<file path="src/rtl/bcd_timer_core.sv">
// BCD up/down timer core: prescaled count steps, pause/expire control,
// a small circular lap buffer with hold and recall for the display path.
module bcd_timer_core #(
    parameter int DIGITS    = 4,
    parameter int TICK_DIV  = 5000000,
    parameter int FAST_MULT = 5,
    parameter int LAP_DEPTH = 4
) (
    input  logic                             clk,
    input  logic                             reset,
    input  logic                             start,
    input  logic                             stop,
    input  logic                             clear,
    input  logic                             lap,
    input  logic                             recall,
    input  logic                             up,
    input  logic                             set,
    output logic [4*DIGITS-1:0]              value,
    output logic [4*DIGITS-1:0]              disp,
    output logic                             running,
    output logic                             flashing,
    output logic                             tick,
    output logic [$clog2(LAP_DEPTH+1)-1:0]   lap_count
);

    localparam int W    = 4 * DIGITS;
    localparam int CW   = $clog2(LAP_DEPTH + 1);
    localparam int PTRW = $clog2(LAP_DEPTH);
    localparam int PW   = $clog2(TICK_DIV) + 1;

    localparam logic [W-1:0]    ZERO_V   = {W{1'b0}};
    localparam logic [W-1:0]    ONE_V    = W'(1'b1);
    localparam logic [PW-1:0]   ZERO_P   = {PW{1'b0}};
    localparam logic [PW-1:0]   INC1_P   = PW'(1'b1);
    localparam logic [PW-1:0]   FAST_P   = PW'(FAST_MULT);
    localparam logic [PW-1:0]   DIV_P    = PW'(TICK_DIV);
    localparam logic [CW-1:0]   ZERO_C   = {CW{1'b0}};
    localparam logic [CW-1:0]   ONE_C    = CW'(1'b1);
    localparam logic [CW-1:0]   FULL_C   = CW'(LAP_DEPTH);
    localparam logic [PTRW-1:0] ZERO_PTR = {PTRW{1'b0}};
    localparam logic [PTRW-1:0] ONE_PTR  = PTRW'(1'b1);

    typedef enum logic [1:0] {
        ST_IDLE    = 2'd0,
        ST_RUN     = 2'd1,
        ST_PAUSED  = 2'd2,
        ST_EXPIRED = 2'd3
    } state_t;

    // BCD increment with ripple carry; all-9s wraps to all-0s.
    function automatic logic [W-1:0] bcd_inc(input logic [W-1:0] v);
        logic [W-1:0] r;
        logic         carry;
        r     = v;
        carry = 1'b1;
        for (int i = 0; i < DIGITS; i++) begin
            if (carry) begin
                if (v[4*i +: 4] >= 4'd9) begin
                    r[4*i +: 4] = 4'd0;
                    carry       = 1'b1;
                end else begin
                    r[4*i +: 4] = v[4*i +: 4] + 4'd1;
                    carry       = 1'b0;
                end
            end else begin
                r[4*i +: 4] = v[4*i +: 4];
            end
        end
        return r;
    endfunction

    // BCD decrement with ripple borrow; all-0s wraps to all-9s.
    function automatic logic [W-1:0] bcd_dec(input logic [W-1:0] v);
        logic [W-1:0] r;
        logic         borrow;
        r      = v;
        borrow = 1'b1;
        for (int i = 0; i < DIGITS; i++) begin
            if (borrow) begin
                if (v[4*i +: 4] == 4'd0) begin
                    r[4*i +: 4] = 4'd9;
                    borrow      = 1'b1;
                end else if (v[4*i +: 4] > 4'd9) begin
                    r[4*i +: 4] = 4'd8;
                    borrow      = 1'b0;
                end else begin
                    r[4*i +: 4] = v[4*i +: 4] - 4'd1;
                    borrow      = 1'b0;
                end
            end else begin
                r[4*i +: 4] = v[4*i +: 4];
            end
        end
        return r;
    endfunction

    state_t          state_r, state_nxt_s;
    logic [W-1:0]    value_r, value_nxt_s, disp_r, disp_nxt_s, step_val_s;
    logic [PW-1:0]   presc_r, presc_nxt_s, presc_sum_s;
    logic            dir_r, dir_nxt_s, fast_r, fast_nxt_s;
    logic            hold_r, hold_nxt_s, tick_r, tick_nxt_s;
    logic            running_r, running_nxt_s, flashing_r, flashing_nxt_s;
    logic [CW-1:0]   view_r, view_nxt_s, lap_cnt_r, lap_cnt_nxt_s;
    logic [PTRW-1:0] wr_ptr_r, wr_ptr_nxt_s, oldest_s, slot_s, latest_s;
    logic [W-1:0]    lap_mem_r [LAP_DEPTH];
    logic            in_run_s, clr_acc_s, stop_acc_s, start_ok_s, start_acc_s;
    logic            lap_acc_s, recall_acc_s, step_s, expire_s;

    // Decode which command wins this cycle and evaluate the prescaler sum.
    always_comb begin
        in_run_s   = (state_r == ST_RUN);
        clr_acc_s  = clear && !in_run_s;
        stop_acc_s = stop && in_run_s;
        start_ok_s = 1'b0;
        case (state_r)
            ST_IDLE:   start_ok_s = up || set || (value_r != ZERO_V);
            ST_PAUSED: start_ok_s = 1'b1;
            default:   start_ok_s = 1'b0;
        endcase
        // A stop in the same cycle always blocks start, even outside RUN.
        start_acc_s  = start && start_ok_s && !clr_acc_s && !stop;
        lap_acc_s    = lap && in_run_s && !stop;
        recall_acc_s = recall && !in_run_s && (lap_cnt_r != ZERO_C)
                       && !clr_acc_s && !stop && !start_acc_s;
        presc_sum_s  = presc_r + (fast_r ? FAST_P : INC1_P);
        step_s       = in_run_s && !stop && (presc_sum_s >= DIV_P);
        step_val_s   = dir_r ? bcd_inc(value_r) : bcd_dec(value_r);
        // Only a slow down-count reaching zero expires; fast mode wraps.
        expire_s     = step_s && !dir_r && !fast_r && (value_r == ONE_V);
    end

    // Next-state logic of the control FSM.
    always_comb begin
        state_nxt_s = state_r;
        case (state_r)
            ST_IDLE: begin
                if (start_acc_s) state_nxt_s = ST_RUN;
                else             state_nxt_s = ST_IDLE;
            end
            ST_RUN: begin
                if (stop_acc_s)    state_nxt_s = ST_PAUSED;
                else if (expire_s) state_nxt_s = ST_EXPIRED;
                else               state_nxt_s = ST_RUN;
            end
            ST_PAUSED: begin
                if (clr_acc_s)        state_nxt_s = ST_IDLE;
                else if (start_acc_s) state_nxt_s = ST_RUN;
                else                  state_nxt_s = ST_PAUSED;
            end
            ST_EXPIRED: begin
                if (clr_acc_s) state_nxt_s = ST_IDLE;
                else           state_nxt_s = ST_EXPIRED;
            end
            default: state_nxt_s = ST_IDLE;
        endcase
    end

    // State flag outputs, computed from the next state and then registered.
    always_comb begin
        running_nxt_s  = (state_nxt_s == ST_RUN);
        flashing_nxt_s = (state_nxt_s == ST_EXPIRED);
    end

    // Datapath next values: count, prescaler, lap bookkeeping, hold/view.
    always_comb begin
        value_nxt_s   = value_r;
        presc_nxt_s   = presc_r;
        dir_nxt_s     = dir_r;
        fast_nxt_s    = fast_r;
        hold_nxt_s    = hold_r;
        view_nxt_s    = view_r;
        wr_ptr_nxt_s  = wr_ptr_r;
        lap_cnt_nxt_s = lap_cnt_r;
        tick_nxt_s    = 1'b0;
        if (clr_acc_s) begin
            value_nxt_s   = ZERO_V;
            presc_nxt_s   = ZERO_P;
            hold_nxt_s    = 1'b0;
            view_nxt_s    = ZERO_C;
            wr_ptr_nxt_s  = ZERO_PTR;
            lap_cnt_nxt_s = ZERO_C;
        end else if (start_acc_s) begin
            dir_nxt_s  = up;
            fast_nxt_s = set;
            hold_nxt_s = 1'b0;
            view_nxt_s = ZERO_C;
            // Resuming from PAUSED keeps the partial prescaler count.
            if (state_r == ST_IDLE) presc_nxt_s = ZERO_P;
            else                    presc_nxt_s = presc_r;
        end else if (in_run_s && !stop) begin
            if (step_s) begin
                presc_nxt_s = ZERO_P;
                tick_nxt_s  = 1'b1;
                if (expire_s) value_nxt_s = ZERO_V;
                else          value_nxt_s = step_val_s;
            end else begin
                presc_nxt_s = presc_sum_s;
            end
            if (lap_acc_s) begin
                wr_ptr_nxt_s  = wr_ptr_r + ONE_PTR;
                lap_cnt_nxt_s = (lap_cnt_r == FULL_C) ? lap_cnt_r : lap_cnt_r + ONE_C;
                hold_nxt_s    = 1'b1;
            end else begin
                hold_nxt_s = hold_r;
            end
        end else if (recall_acc_s) begin
            // After the newest lap the view returns to the live count.
            if (view_r == lap_cnt_r) begin
                view_nxt_s = ZERO_C;
                hold_nxt_s = 1'b0;
            end else begin
                view_nxt_s = view_r + ONE_C;
            end
        end else begin
            view_nxt_s = view_r;
        end
    end

    // Display source: recalled lap, held newest lap, or the live count.
    always_comb begin
        oldest_s = wr_ptr_r - PTRW'(lap_cnt_r);
        slot_s   = oldest_s + PTRW'(view_nxt_s) - ONE_PTR;
        latest_s = wr_ptr_r - ONE_PTR;
        if (view_nxt_s != ZERO_C) begin
            disp_nxt_s = lap_mem_r[slot_s];
        end else if (hold_nxt_s) begin
            disp_nxt_s = lap_acc_s ? value_r : lap_mem_r[latest_s];
        end else begin
            disp_nxt_s = value_nxt_s;
        end
    end

    // State and output registers with synchronous reset.
    always_ff @(posedge clk) begin
        if (reset) begin
            state_r    <= ST_IDLE;
            value_r    <= ZERO_V;
            disp_r     <= ZERO_V;
            presc_r    <= ZERO_P;
            dir_r      <= 1'b1;
            fast_r     <= 1'b0;
            hold_r     <= 1'b0;
            view_r     <= ZERO_C;
            wr_ptr_r   <= ZERO_PTR;
            lap_cnt_r  <= ZERO_C;
            tick_r     <= 1'b0;
            running_r  <= 1'b0;
            flashing_r <= 1'b0;
        end else begin
            state_r    <= state_nxt_s;
            value_r    <= value_nxt_s;
            disp_r     <= disp_nxt_s;
            presc_r    <= presc_nxt_s;
            dir_r      <= dir_nxt_s;
            fast_r     <= fast_nxt_s;
            hold_r     <= hold_nxt_s;
            view_r     <= view_nxt_s;
            wr_ptr_r   <= wr_ptr_nxt_s;
            lap_cnt_r  <= lap_cnt_nxt_s;
            tick_r     <= tick_nxt_s;
            running_r  <= running_nxt_s;
            flashing_r <= flashing_nxt_s;
        end
    end

    // Lap storage; contents are only meaningful while lap_count is nonzero.
    always_ff @(posedge clk) begin
        if (!reset && lap_acc_s) begin
            lap_mem_r[wr_ptr_r] <= value_r;
        end
    end

    assign value     = value_r;
    assign disp      = disp_r;
    assign running   = running_r;
    assign flashing  = flashing_r;
    assign tick      = tick_r;
    assign lap_count = lap_cnt_r;

endmodule

</file>
<file path="config.mk">
export PLATFORM = sky130hd
export DESIGN_NAME = bcd_timer_core
export DESIGN_NICKNAME = d
export VERILOG_FILES = /design/src/rtl/bcd_timer_core.sv
export SDC_FILE = /design/constraint.sdc
export NUM_CORES = 1
export LEC_CHECK = 0
export BUFFER_PORTS_ARGS = -buffer_cell sky130_fd_sc_hd__buf_2
export CAP_MARGIN = 20
export CORE_AREA = 4 4 150 152
export CTS_BUF_LIST = sky130_fd_sc_hd__clkbuf_4 sky130_fd_sc_hd__clkbuf_8 sky130_fd_sc_hd__clkbuf_16
export DETAILED_ROUTE_END_ITERATION = 8
export DIE_AREA = 0 0 154 156
export GPL_TIMING_DRIVEN = 0
export PLACE_DENSITY = 0.62
export SLEW_MARGIN = 20
export SYNTH_ARGS = -nofsm -noshare
export SYNTH_HDL_FRONTEND = slang
export SYNTH_SLANG_ARGS = --single-unit
export TNS_END_PERCENT = 100
</file>
<file path="constraint.sdc">
create_clock -name clk -period 5 [get_ports clk]
set_input_delay 0.5 -clock clk [delete_from_list [all_inputs] [get_ports clk]]
set_output_delay 0.5 -clock clk [all_outputs]
set_load 0.01 [all_outputs]
</file>
==> metrics.yaml <==
logic_synthesis:
  ys_top_cells_by_area: "edfxtp_1 (23%), dfxtp_1 (17%), nand2_1 (5.7%), mux4_2 (4.3%), ha_1 (3.9%)"
  yosysMostFrequentCell: "nand2_1"
  ys_ff_latch: 136
  yosysWarnings: 0
  ys_async_sr_fraction: 0
  syn-cell-area_um2: 8340
  synth.avg_cell_area_um2: 9.46
  yosysSeqAreaShare: 0.403
  synth_cell_types: 99
  syn-num-nets: 917
  synth_common_cells: "nand2_1 (126), dfxtp_1 (72), nor2_1 (70)"
  synth_edf_count: 64
  yosys_most_used_dff: "dfxtp_1"
  synth.top_cell.area_share: 0.230
  synth_top_area_cell: "edfxtp_1"
  synth_cells: 881
placed_design:
  post-dp-hpwl_mm: 17.9
  dp.cells: 1201
  gp_congestion: 0.936
  io_buffers: 45
pwr:
  totalPowerFinal_mw: 2.53
  swShare: 0.220
  ir_worst_vdd_mv: 0.160
  power_density_nw_per_um2: 266
  pwr-share-comb: 0.028
  p_int_mw: 1.98
  power_frac_seq: 0.457
  netSwitchingPower_uw: 557
  p_clk_frac: 0.515
  p_leak_nw: 3.65
cells_and_area:
  final_cell_count_no_fill: 1233
  layout-drive-gt1-share: 0.180
  n_fill_cell: 2010
  diodes: 0
  fin_nets: 981
  post-route-util: 0.453
  areaGrowthSynthToFinish_pct: 14.1
cts:
  cts-resized-gates: 0
  post_cts_buffers: 0
  cts_buffers: 17
  ctsHoldBuffers: 0
  cts_max_level: 4
  clockRootBuffer: "clkbuf_16"
  cts_tree: "yes"
  cts_num_sinks: 136
  clk_pin_slew_ps: 70
  cts_buffer_depth: 2
  clk_latency_ps: 430
sta:
  max_freq_mhz: 216
  slew_violations: 0
  max_slew.worst_pin.slew_ps: 1120
  skew_ps: 11.8
  hold_violations: 0
  setup-violations-final: 0
  period_share: 0.926
  post-route-min-period_ps: 4630
  max-slew-margin-rel: 0.251
route:
  dr.pass1.iters: 5
  drt_iter0_drc: 733
  viasPerCell: 5.90
  drc: 0
  vias: 7269
  avgRoutedWirePerCell_um: 20.4
  routed_wl_mm: 25.1
  antenna_left: 0
global_routing:
  gr-usage-all-layers: 0.208
  grt_pass1_wl_mm: 39.1
  grt_pass1_vias: 6816
  overflow: 0
  grt_max_degree: 17
  antenna_found_initial: 0
die:
  die_y_um: 156
  rows: 53
  core-area_um2: 21000
  die_width_um: 154
  dieArea_um2: 24000
  start_util: 0.397
  ios: 47
worst_setup_path:
  start_kind: "flop"
  worstPathRequired_ps: 5340
  crit_fanout: 10
  worstSetupPathType: "flop to flop"
  endpoint_kind: "flop"
  worstPathArrival_ps: 4970
hold_path:
  min_path_type: "input port to flop"
flow_run:
  max-cap-violations: 0
run_status:
  status: "completed"
-- layout make-up --
cell class,instances,area [um2],area share
buffer,57,329,0.0346
clock buffer,20,448,0.0471
clock inverter,12,151,0.0159
inverter,22,82.6,0.00868
multi-input combinational,666,4570,0.481
sequential,136,3360,0.353
tap,275,344,0.0362
timing repair buffer,45,225,0.0237
-- cell families (layout without fill, tap and decap cells) --
kind of cell	count (synthesis)	after routing	synth area share
AND/OR/NAND/NOR	362	362	0.224
AO/OA/AOI/OAI	220	220	0.191
flip-flops	136	136	0.403
buffers and inverters	79	156	0.0491
multiplexers	40	40	0.0720
adder cells (fa/ha/maj)	27	27	0.0414
XOR/XNOR	17	17	0.0188
-- metal layers --
layer  share of wire  vias up  GRT usage
li1                -     3410          -
met4           0.027        0     0.0803
met5               0        -          0
met3           0.063       48     0.0369
met2            0.46      283      0.331
met1            0.45     3528      0.283
-- worst max-delay path, cell delays in order (launching register included) --
cell,delay (ps)
dfxtp_1,400
clkbuf_1,250
inv_1,150
ha_1,200
or3b_1,490
or4_4,460
o21ai_2,230
nand2_1,180
nor2_1,210
fa_1,220
xnor2_1,80
xnor2_1,370
xnor2_2,250
clkbuf_1,550
nand2_1,130
nand2_1,90
a21oi_1,80
a21oi_1,210
-- power by group through the flow --
stage	registers, mW	clock network, mW	logic (mW)
global route	1.16	1.37	0.0757
CTS	1.16	1.32	0.0703
finish	1.16	1.30	0.0711
detailed placement	1.18	0	0.0699
floorplan	1.18	0	0.0432
global placement	1.18	0	0.0696
-- cell usage in the layout, fill, tap and decap left out, types with 22 or more instances in the layout --
cell type  Yosys  layout
a21oi_1       31      31
a31oi_1       23      23
buf_2         10      55
clkbuf_1      32      30
dfxtp_1       72      72
edfxtp_1      64      64
ha_1          26      26
inv_1         22      22
mux2i_1       24      24
nand2_1      126     126
nor2_1        70      70
nor3_1        39      39
o21ai_0       52      52
-- sequential cells by signal (all words and copies together) (netlist names) --
| register | flops |
|---|---|
| lap_mem_r | 64 |
| presc_r | 24 |
| disp | 16 |
| value | 16 |
| lap_count | 3 |
| view_r | 3 |
| state_r | 2 |
| wr_ptr_r | 2 |
| dir_r | 1 |
| fast_r | 1 |
| flashing | 1 |
| hold_r | 1 |
| running | 1 |
| tick | 1 |
-- worst paths after layout --
| path | slack (ps) | end | cells past startpoint | from |
|---|---|---|---|---|
| worst max-delay path | 370 | disp[10] | 17 | value[0] |
| worst min-delay path | 320 | state_r[0] | 2 | reset |
| worst max register to register | 370 | disp[10] | 17 | value[0] |
| worst min register to register | 510 | presc_r[2] | 2 | presc_r[2] |
-- per-stage QoR --
| stage | setup TNS [ps] | hold WS [ps] | instance area, um2 | setup WS, ps |
|---|---|---|---|---|
| final | 0 | 320 | 9520 | 370 |
| after global routing | -0.674 | 323 | 9520 | -0.674 |
| after CTS | 0 | 313 | 9510 | 85.4 |
| after detailed placement | 0 | 494 | 8910 | 142 |
| after global placement | 0 | 474 | 8910 | 201 |
| after floorplan | 0 | 457 | 8340 | 1190 |
No activity file was read; power rests on OpenSTA's default activity.
